**src/rtl/quot_rem_recombine.sv**
```systemverilog
// quot_rem_recombine: rebuilds dividend x = quot*y + rem using a shift-add
// multiplier plus one remainder-add cycle; flags overflow, bad remainder, y==0.
`default_nettype none

module quot_rem_recombine #(
  parameter int WIDTH = 16
) (
  input  logic             clk,
  input  logic             reset,
  input  logic             start,
  input  logic [WIDTH-1:0] quot,
  input  logic [WIDTH-1:0] rem,
  input  logic [WIDTH-1:0] y,
  output logic [WIDTH-1:0] x,
  output logic             ovf,
  output logic             rem_err,
  output logic             div_zero,
  output logic             busy,
  output logic             done
);

  localparam int CW = (WIDTH > 1) ? $clog2(WIDTH) : 1;
  localparam int AW = 2 * WIDTH;
  localparam logic [CW-1:0] CNT_LAST = CW'(WIDTH - 1);

  typedef enum logic [1:0] {
    IDLE = 2'd0,
    MUL  = 2'd1,
    ADD  = 2'd2,
    DONE = 2'd3
  } state_t;

  state_t            state;
  logic [WIDTH-1:0]  quot_q;
  logic [WIDTH-1:0]  rem_q;
  logic [WIDTH-1:0]  y_q;
  logic [AW-1:0]     acc;
  logic [CW-1:0]     cnt;

  logic [AW-1:0]     y_shift;
  logic [AW:0]       sum;

  // One extra bit on the final add so a carry out of the product+rem is seen.
  always_comb begin
    y_shift = {{WIDTH{1'b0}}, y_q} << cnt;
    sum     = {1'b0, acc} + {{(WIDTH + 1){1'b0}}, rem_q};
  end

  always_ff @(posedge clk or posedge reset) begin
    if (reset) begin
      state    <= IDLE;
      quot_q   <= '0;
      rem_q    <= '0;
      y_q      <= '0;
      acc      <= '0;
      cnt      <= '0;
      x        <= '0;
      ovf      <= 1'b0;
      rem_err  <= 1'b0;
      div_zero <= 1'b0;
      busy     <= 1'b0;
      done     <= 1'b0;
    end else begin
      case (state)
        IDLE: begin
          if (start) begin
            quot_q <= quot;
            rem_q  <= rem;
            y_q    <= y;
            acc    <= '0;
            cnt    <= '0;
            busy   <= 1'b1;
            state  <= MUL;
          end
        end
        MUL: begin
          if (quot_q[cnt]) begin
            acc <= acc + y_shift;
          end
          cnt <= cnt + 1'b1;
          if (cnt == CNT_LAST) begin
            state <= ADD;
          end
        end
        ADD: begin
          x        <= sum[WIDTH-1:0];
          ovf      <= |sum[AW:WIDTH];
          div_zero <= (y_q == '0);
          rem_err  <= (y_q != '0) && (rem_q >= y_q);
          busy     <= 1'b0;
          done     <= 1'b1;
          state    <= DONE;
        end
        DONE: begin
          done  <= 1'b0;
          state <= IDLE;
        end
        default: state <= IDLE;
      endcase
    end
  end

endmodule

`default_nettype wire

```
**config.mk**
```make
export PLATFORM = sky130hd
export DESIGN_NAME = quot_rem_recombine
export DESIGN_NICKNAME = d
export VERILOG_FILES = /design/src/rtl/quot_rem_recombine.sv
export SDC_FILE = /design/constraint.sdc
export NUM_CORES = 1
export LEC_CHECK = 0
export ABC_AREA = 1
export CORE_MARGIN = 5
export CORE_UTILIZATION = 65
export DETAILED_ROUTE_END_ITERATION = 10
export PLACE_DENSITY = 0.88
export SETUP_SLACK_MARGIN = 0.15
export SYNTH_ARGS = -nofsm -noshare
export SYNTH_HDL_FRONTEND = slang
export SYNTH_SLANG_ARGS = --single-unit
```
**constraint.sdc**
```tcl
create_clock -name clk -period 8.9 [get_ports clk]
set_input_delay 1.78 -clock clk [delete_from_list [all_inputs] [get_ports clk]]
set_output_delay 1.78 -clock clk [all_outputs]
set_load 0.01 [all_outputs]
```
==> flow_metrics.tcl <==
set metrics [dict create \
    detail-route-antenna-nets 0 \
    yosysUniqueCellTypes 49 \
    path_clk_slew_ns 0.08 \
    yosysTopAreaCellShare 0.304 \
    syn_inst 1347 \
    finalSetupViolations 0 \
    place.gp.congestion 1.02 \
    path_class "flip-flop to flip-flop" \
    clock_skew_ns 0.00971 \
    muxShareOfSynthArea 0.00114 \
    wire_per_inst_um 15.9 \
    max_cap_violations 0 \
    antenna_cells 0 \
    reg2reg_depth 16 \
    nFillCells 1123 \
    via_per_inst 5.76 \
    worstReg2RegEnd "acc[24]$_DFFE_PP0P_" \
    yosysMostFrequentCell "nand2_1" \
    cts_tree "yes" \
    synth_nets 1468 \
    relSlewSlack 0.287 \
    ff_latch_area_um2 2680 \
    overflow 0 \
    portBuffers 71 \
    rsz0062_at_grt "false" \
    core-area_um2 13200 \
    synth_xor_area_frac 0.0278 \
    vias 9082 \
    min-delay-start "x[0]$_DFFE_PP0P_" \
    grt_use_met2 0.518 \
    synth_compound_area_frac 0.167 \
    worst_setup_path_start_kind "flip-flop" \
    async_reset_ff_frac 1.00 \
    ir_drop_v 0.000324 \
    period_share 0.418 \
    worst-path-stages 16 \
    crit_arrival_ns 3.97 \
    status "finished, final reports clean" \
    cts-root-buf "clkbuf_16" \
    synth_top_family_by_area "simple AND/OR/NAND/NOR gates" \
    synth_edf_count 0 \
    timing.critical_path.buf_inv 2 \
    syn2layout_area_growth_pct 12.3 \
    worstSetupStartpoint "cnt[1]$_DFFE_PP0P_" \
    use_met3 0.0689 \
    grt_util_met1 0.427 \
    cpMaxStageDelayCell "dfrtp_1" \
    boundaryPins 72 \
    drive_gt1_frac 0.0300 \
    cp.required_ns 9.15 \
    cp-end-kind "flip-flop" \
    hold_viol 0 \
    place_ws_ns 4.98 \
    r2r-start "cnt[1]$_DFFE_PP0P_" \
    clockBufferDepth 2 \
    drv_slew 0 \
    insertion_delay_ns 0.37 \
    yosysSeqAreaShare 0.304 \
    drt_wl_total_um 25000 \
    path_delay_family "simple AND/OR/NAND/NOR gates" \
    fp.dieW_um 126 \
    synth_area_leaders "dfrtp_1 (30%), nand2_1 (19%), ha_1 (9.7%), o21ai_0 (7.5%), inv_1 (6.6%)" \
    grt_pass1_vias 8534 \
    die_h_um 126 \
    cts.htree.levels 3 \
    tightest_slew_ns 1.07 \
    place_inst 1561 \
    finish.instance_area_um2 9890 \
    synth_flop_cell "dfrtp_1" \
    synthTopCellsByCount "nand2_1 (456), inv_1 (154), o21ai_0 (132)" \
    final_cells 1577 \
    period_minus_slack_ns 3.72 \
    fin_nets 1517 \
    p_total_w 0.00386 \
    dpl.hpwl_um 19900 \
    path_cells "inv_2 -> o21ai_0 -> nand2_1 -> o21ai_0 -> o21ai_0 -> ha_1 -> nand2_1 -> inv_1 -> nand3_1 -> nor3_1 -> nand3_1 -> nand3_1 -> a21o_1 -> a21oi_1 -> o21ai_1 -> nand2_1" \
    synthSimpleGateAreaFrac 0.309 \
    die_area_um2 16000 \
    grt_max_degree 75 \
    hp-class "flip-flop to flip-flop" \
    worstSetupEndpoint "acc[24]$_DFFE_PP0P_" \
    grt_pass1_wl_um 41300 \
    cts_buffers 9 \
    ys_warn_count 0 \
    critPathMaxStageDelay_ns 0.85 \
    post_cts_buffers 0 \
    fp-row-count 42 \
    initial_utilization 0.665 \
    cts_num_sinks 107 \
    antenna_found_initial 0 \
    setup_ws_ns 5.18 \
    max_freq_mhz 269 \
    grt_usage 0.320 \
    setup_tns_ns 0 \
    yosys.area.top_type "dfrtp_1" \
    rrSetupSlack_ns 5.18 \
    avgSynthCellArea_um2 6.54 \
    postPlaceCellArea_um2 9570 \
    p_per_area_nw_per_um2 390 \
    path_max_fanout 26 \
    drtIter0Drc 945 \
    ctsHoldBuffers 0 \
    multi_input_area_um2 5340 \
    synthAdderAreaFrac 0.101 \
    top_usage_layer "met2" \
    cts_resized 0 \
    syn_area_um2 8810 \
    ys_ff_latch 107 \
    drt_pass1_iterations 6 \
    leakagePower_nw 4.86 \
    drcViolationCount 0 \
]
[placed cells by master, fill, tap and decap left out, types with 2 or more instances in the layout]
| master | instances |
|---|---|
| a21oi_1 | 81 |
| a22o_1 | 2 |
| a31oi_1 | 4 |
| and2_1 | 2 |
| buf_4 | 4 |
| clkbuf_16 | 9 |
| clkdlybuf4s50_1 | 71 |
| dfrtp_1 | 107 |
| fa_1 | 2 |
| ha_1 | 68 |
| inv_1 | 152 |
| inv_2 | 6 |
| inv_6 | 2 |
| inv_8 | 2 |
| nand2_1 | 456 |
| nand3_1 | 60 |
| nand4_1 | 10 |
| nor2_1 | 107 |
| nor2_2 | 3 |
| nor3_1 | 16 |
| nor4_1 | 6 |
| o2111ai_1 | 2 |
| o211ai_1 | 3 |
| o21a_1 | 3 |
| o21ai_0 | 132 |
| o21ai_1 | 26 |
| o21ai_2 | 3 |
| o21bai_1 | 5 |
| o22ai_1 | 4 |
| or2_1 | 2 |
| or2_2 | 3 |
| xnor2_1 | 19 |
| xor2_1 | 9 |
[layer usage]
metal / vias up / wire length, um
met5: - / 0
met4: 0 / 944
met3: 67 / 2450
met2: 421 / 11300
met1: 4120 / 10300
li1: 4474 / -
[kinds of logic (layout without fill, tap and decap cells)]
family	Yosys count	after routing
flip-flops	107	107
adder cells (fa/ha/maj)	70	70
AO/OA/AOI/OAI	274	274
AND/OR/NAND/NOR	671	671
XOR/XNOR	28	28
buffers and inverters	196	250
multiplexers	1	1
[worst min-delay path, cell delays in order (launching register included)]
cell and delay, ns:
dfrtp_1 0.35, nand2_1 0.05, nand2_1 0.05
[worst min-delay path by stage]
stage,slack (ns),cells after the start,end
3_5_place_dp,0.47,2,x[1]$_DFFE_PP0P_
6_report,0.49,2,x[0]$_DFFE_PP0P_
4_1_cts,0.48,2,x[1]$_DFFE_PP0P_
2_1_floorplan,0.45,2,quot_q[1]$_DFFE_PP0P_
5_1_grt,0.50,2,quot_q[13]$_DFFE_PP0P_
3_3_place_gp,0.45,2,x[0]$_DFFE_PP0P_
[registers in the layout (all words and copies together), names as in the netlist]
| register | cells |
|---|---|
| cnt | 4 |
| state | 2 |
| y_q | 16 |
| div_zero | 1 |
| quot_q | 16 |
| rem_q | 16 |
| busy | 1 |
| acc | 32 |
| rem_err | 1 |
| done | 1 |
| x | 16 |
| ovf | 1 |
[metrics by stage]
step / utilization / hold slack, ns
final: 0.747 / 0.486
after global routing: 0.747 / 0.500
after CTS: 0.747 / 0.484
after detailed placement: 0.723 / 0.466
after global placement: 0.723 / 0.453
after floorplan: - / 0.449
[where the power goes]
group	switching (W)	internal, W
registers	0.000242	0.000698
logic	0.00159	0.000892
clock network	0.000199	0.000233
total	0.00203	0.00182
[layout make-up]
cell class                 count  area share
clock buffer                  10      0.0242
clock inverter                 6     0.00797
inverter                     159      0.0606
multi-input combinational   1044       0.539
sequential                   107       0.271
tap                          176      0.0223
timing repair buffer          75      0.0749
Note: power is estimated with default switching activity, not from simulation.
